### config.mk
export PLATFORM = sky130hd
export DESIGN_NAME = pipeline_reg_flat
export DESIGN_NICKNAME = d
export VERILOG_FILES = /design/src/rtl/pipeline_reg_pkg.sv /design/src/rtl/pipeline_reg_if.sv /design/src/rtl/pipeline_reg.sv /design/src/flat_wrapper.sv
export SDC_FILE = /design/constraint.sdc
export NUM_CORES = 1
export LEC_CHECK = 0
export ABC_AREA = 1
export CORE_MARGIN = 2
export CORE_UTILIZATION = 45
export CTS_CLUSTER_SIZE = 16
export DETAILED_ROUTE_END_ITERATION = 7
export GPL_TIMING_DRIVEN = 0
export PLACE_DENSITY = 0.72
export SLEW_MARGIN = 20
export SYNTH_ARGS = -nofsm -noshare
export SYNTH_HDL_FRONTEND = slang
export SYNTH_SLANG_ARGS = --single-unit
### constraint.sdc
create_clock -name clk -period 3.9 [get_ports clk]
set_input_delay 0.39 -clock clk [delete_from_list [all_inputs] [get_ports clk]]
set_output_delay 0.39 -clock clk [all_outputs]
set_load 0.01 [all_outputs]
### src/rtl/pipeline_reg_pkg.sv
// Shared types for the pipeline_reg skid buffer.
// The state encoding counts the beats currently held.
package pipeline_reg_pkg;

    typedef enum logic [1:0] {
        EMPTY = 2'd0,
        BUSY  = 2'd1,
        FULL  = 2'd2
    } pipe_state_e;

endpackage

### src/rtl/pipeline_reg_if.sv
// Upstream and downstream ready/valid channels of pipeline_reg.
// A beat moves on a rising clk edge when its valid and ready are both 1.
// A producer holds valid and data steady until that edge, and never waits on ready before raising valid.
interface pipeline_reg_if #(
    parameter int DATA_WIDTH = 32
);
    logic                  in_valid;
    logic                  in_ready;
    logic [DATA_WIDTH-1:0] in_data;
    logic                  out_valid;
    logic                  out_ready;
    logic [DATA_WIDTH-1:0] out_data;

    modport master (
        output in_valid,
        output in_data,
        output out_ready,
        input  in_ready,
        input  out_valid,
        input  out_data
    );

    modport slave (
        input  in_valid,
        input  in_data,
        input  out_ready,
        output in_ready,
        output out_valid,
        output out_data
    );
endinterface

### src/rtl/pipeline_reg.sv
// Two-entry ready/valid skid buffer.
// in_ready, out_valid and out_data all come straight from flops, so neither path is combinational.
module pipeline_reg
    import pipeline_reg_pkg::*;
#(
    parameter int DATA_WIDTH = 32
) (
    input  logic                clk,
    input  logic                rst,
    pipeline_reg_if.slave       bus,
    output pipe_state_e         state
);

    pipe_state_e           state_q;
    logic                  in_ready_q;
    logic                  out_valid_q;
    logic [DATA_WIDTH-1:0] main_q;
    logic [DATA_WIDTH-1:0] skid_q;
    logic                  in_xfer;
    logic                  out_xfer;

    assign in_xfer  = bus.in_valid && in_ready_q;
    assign out_xfer = out_valid_q && bus.out_ready;

    always_ff @(posedge clk or posedge rst) begin
        if (rst) begin
            state_q     <= EMPTY;
            in_ready_q  <= 1'b1;
            out_valid_q <= 1'b0;
            main_q      <= '0;
            skid_q      <= '0;
        end else begin
            case (state_q)
                EMPTY: begin
                    if (in_xfer) begin
                        main_q      <= bus.in_data;
                        out_valid_q <= 1'b1;
                        in_ready_q  <= 1'b1;
                        state_q     <= BUSY;
                    end
                end
                BUSY: begin
                    if (in_xfer && !out_xfer) begin
                        // Downstream stalled: park the new beat behind the one on display.
                        skid_q      <= bus.in_data;
                        in_ready_q  <= 1'b0;
                        out_valid_q <= 1'b1;
                        state_q     <= FULL;
                    end else if (in_xfer && out_xfer) begin
                        main_q      <= bus.in_data;
                        state_q     <= BUSY;
                    end else if (out_xfer) begin
                        out_valid_q <= 1'b0;
                        in_ready_q  <= 1'b1;
                        state_q     <= EMPTY;
                    end
                end
                FULL: begin
                    if (out_xfer) begin
                        main_q      <= skid_q;
                        in_ready_q  <= 1'b1;
                        out_valid_q <= 1'b1;
                        state_q     <= BUSY;
                    end
                end
                default: begin
                    in_ready_q  <= 1'b1;
                    out_valid_q <= 1'b0;
                    state_q     <= EMPTY;
                end
            endcase
        end
    end

    assign bus.in_ready  = in_ready_q;
    assign bus.out_valid = out_valid_q;
    assign bus.out_data  = main_q;
    assign state         = state_q;

endmodule

### src/flat_wrapper.sv
// flat-port wrapper written by rule: the top's interface ports become plain ports
module pipeline_reg_flat import pipeline_reg_pkg::*;
#(
    parameter int DATA_WIDTH = 32
)
  (clk, rst, state, bus_in_valid, bus_in_data, bus_out_ready, bus_in_ready, bus_out_valid, bus_out_data);
  pipeline_reg_if #(.DATA_WIDTH(DATA_WIDTH)) bus_i ();
  input  logic clk;
  input  logic rst;
  output pipe_state_e state;
  input wire logic [$bits(bus_i.in_valid)-1:0] bus_in_valid;
  input wire logic [$bits(bus_i.in_data)-1:0] bus_in_data;
  input wire logic [$bits(bus_i.out_ready)-1:0] bus_out_ready;
  output wire logic [$bits(bus_i.in_ready)-1:0] bus_in_ready;
  output wire logic [$bits(bus_i.out_valid)-1:0] bus_out_valid;
  output wire logic [$bits(bus_i.out_data)-1:0] bus_out_data;
  assign bus_i.in_valid = bus_in_valid;
  assign bus_i.in_data = bus_in_data;
  assign bus_i.out_ready = bus_out_ready;
  assign bus_in_ready = bus_i.in_ready;
  assign bus_out_valid = bus_i.out_valid;
  assign bus_out_data = bus_i.out_data;
  pipeline_reg #(.DATA_WIDTH(DATA_WIDTH)) u_core (.clk(clk), .rst(rst), .bus(bus_i), .state(state));
endmodule
==> results.toml <==
[status]
outcome = "finished clean"

[global_route]
antenna_found_initial = 0
grt_pass1_vias = 2790
grt_pass1_wl_um = 12900
grt_max_degree = 48
grt.overflow.total = 0
grt_usage_pct = 21.1

[timing]
hold_viol_final = 0
setup_viol = 0
setup_tns_ns = 0
drv_slew = 0
fin_hold_ws_ns = 0.357
relSlewSlack_pct = 72.8
fin_crit_sh_pct = 46.7
rsz0062_at_grt = "false"
skew_ns = 0.00927
worstMarginPinSlew_ns = 0.409
min_period_ns = 1.82
fmax_mhz = 549

[place]
place_area_um2 = 4140
dp_hpwl_um = 5330
portBuffers = 71
place_congestion = 0.784

[logic_synthesis]
ys.flop_type = "dfrtp_1"
yosys_warnings = 0
synth_top_area_cell = "dfrtp_1"
ys_seq_area_share_pct = 52.0
synth.distinct_cells = 21
yosys.cell_count.top_type = "nand2_1"
ys_async_sr_fraction_pct = 100
synth.area.top_cells = "dfrtp_1, nand2_1, o21ai_0"
synth_common_cells = "nand2_1, dfrtp_1, o21ai_0"
ys_seq_elements = 68
syn_nets = 441
syn_inst = 399
avgSynthCellArea_um2 = 8.20
synthesis.area_um2 = 3270
synth-edff-count = 0
netlist.area_leader.share_pct = 51.2

[finish]
antenna_cells = 0
layout-drive-gt1-share_pct = 9.45
areaGrowthSynthToFinish_pct = 31.6
fin_area_um2 = 4310
fillCellCount = 687
post-route-util_pct = 60.4
fin_nets = 524

[drt]
vias_per_cell = 4.88
route.detailed.drc = 0
first_pass_iters = 4
vias = 2861
drt-initial-drc-count = 164
routed_wl_um = 7570
ant_nets = 0
wl_per_cell_um = 12.9

[critical_path]
cp.depth = 1
path_cells = "clkdlybuf4s50_1"
path_delay_family = "flip-flops"
start_kind = "flip-flop"
crit_required_ns = 3.51
cp-end-kind = "output pin"
cp_data_arrival_time_ns = 1.43
cpPeakStageDelay_ns = 0.56
cp_num_buf_inv = 1
path_class = "flip-flop to output pin"
r2r_cells = 8
crit_fanout = 4
r2r_slack_ns = 2.12
slowest_stage = "dfstp_2"

[floorplan]
dieArea_um2 = 7970
die_w_um = 89.3
io_pins = 72
initial_utilization_pct = 45.9
dieHeight_um = 89.3
coreArea_um2 = 7140
num_rows = 31

[power]
p_leak_nw = 2.13
power_density_nw_per_um2 = 838
ir_worst_vdd_mv = 0.368

[clocking]
htreeDepth = 3
clk_latency_ns = 0.35
cts_sinks = 68
ctsResizeCount = 0
clockBufferDepth = 2
cts_made_buffers = 9
clockRootBuffer = "clkbuf_8"
cts.clk_slew.worst_paths_ns = 0.07
hold_buffers = 0
tritoncts = "done"
postCtsSetupBuffers = 0

[worst_hold_path]
hold_class = "input port to asynchronous set/reset pin"

[flow_run]
drv_cap = 0
==> final timing paths <==
path / startpoint / endpoint
hold / removal: rst / u_core.bus.out_data[15]
setup / recovery: u_core.bus.in_ready / bus_in_ready
hold reg to reg: u_core.bus.out_data[14] / u_core.bus.out_data[14]
setup reg to reg: u_core.state[0] / u_core.bus.out_data[9]
max in group asynchronous: rst / u_core.bus.out_data[5]
min in group clk: u_core.bus.out_data[14] / u_core.bus.out_data[14]
==> logic make-up after synthesis <==
group,after synthesis,synth area share [%]
DFF,68,52.0
buffers and inverters,62,9.71
and+or+nand+nor,195,25.2
AOI/OAI and AO/OA,68,10.7
adders and majority gates,6,2.29
==> routing by layer <==
metal  global-route usage, %  wire length (µm)  up-vias
met1                    27.8              3360     1364
met5                       0                 0        -
met3                    4.25               277       14
met4                    8.14               161        0
li1                        -                 -     1416
met2                    34.4              3770       67
==> per-stage QoR <==
step           setup WS [ns]  total power [W]  instances
6_report                2.08          0.00361        586
5_1_grt                 1.92          0.00394        586
3_3_place_gp           0.628          0.00307        569
3_5_place_dp            2.06          0.00313        570
4_1_cts                 2.06          0.00365        586
2_1_floorplan           1.80          0.00242        399
==> cell type report <==
class	instances	area [µm²]	area share (%)
Timing Repair Buffer	72	738	17.1
Multi-Input combinational cell	269	1250	29.1
Inverter	39	149	3.46
Clock inverter	4	25.0	0.581
Sequential cell	68	1700	39.5
Buffer	23	171	3.98
Tap cell	99	124	2.88
Clock buffer	12	145	3.37
==> cell usage in the layout (no fill, tap or decap) <==
cell type	instances
clkbuf_8	10
clkinv_2	2
buf_4	7
nor2_8	1
dfstp_2	1
nor2_1	5
buf_16	1
clkinvlp_4	2
clkbuf_1	6
nand3b_1	1
o21ai_1	13
nand3_1	34
inv_4	1
buf_6	7
nand2_1	147
buf_2	5
inv_2	1
o21ai_0	53
nand3_2	1
inv_1	37
clkdlybuf4s50_1	71
nand2_2	4
o21ai_4	1
ha_1	6
a21oi_1	1
dfrtp_1	67
nand2_4	2
==> flip-flops by register name, summed over array words and instances, names as in the netlist <==
signal and cells:
u_core.skid_q 32, u_core.state 2, u_core.bus.out_data 32, u_core.bus.out_valid 1, u_core.bus.in_ready 1
==> power by group <==
| part | switching (W) | internal (W) | leakage (nW) | total (W) |
|---|---|---|---|---|
| sequential | 0.000197 | 0.00106 | 0.844 | 0.00126 |
| combinational | 0.00100 | 0.000842 | 1.20 | 0.00184 |
| clock | 0.000264 | 0.000246 | 0.0824 | 0.000510 |
Note: power is estimated with default switching activity, not from simulation.
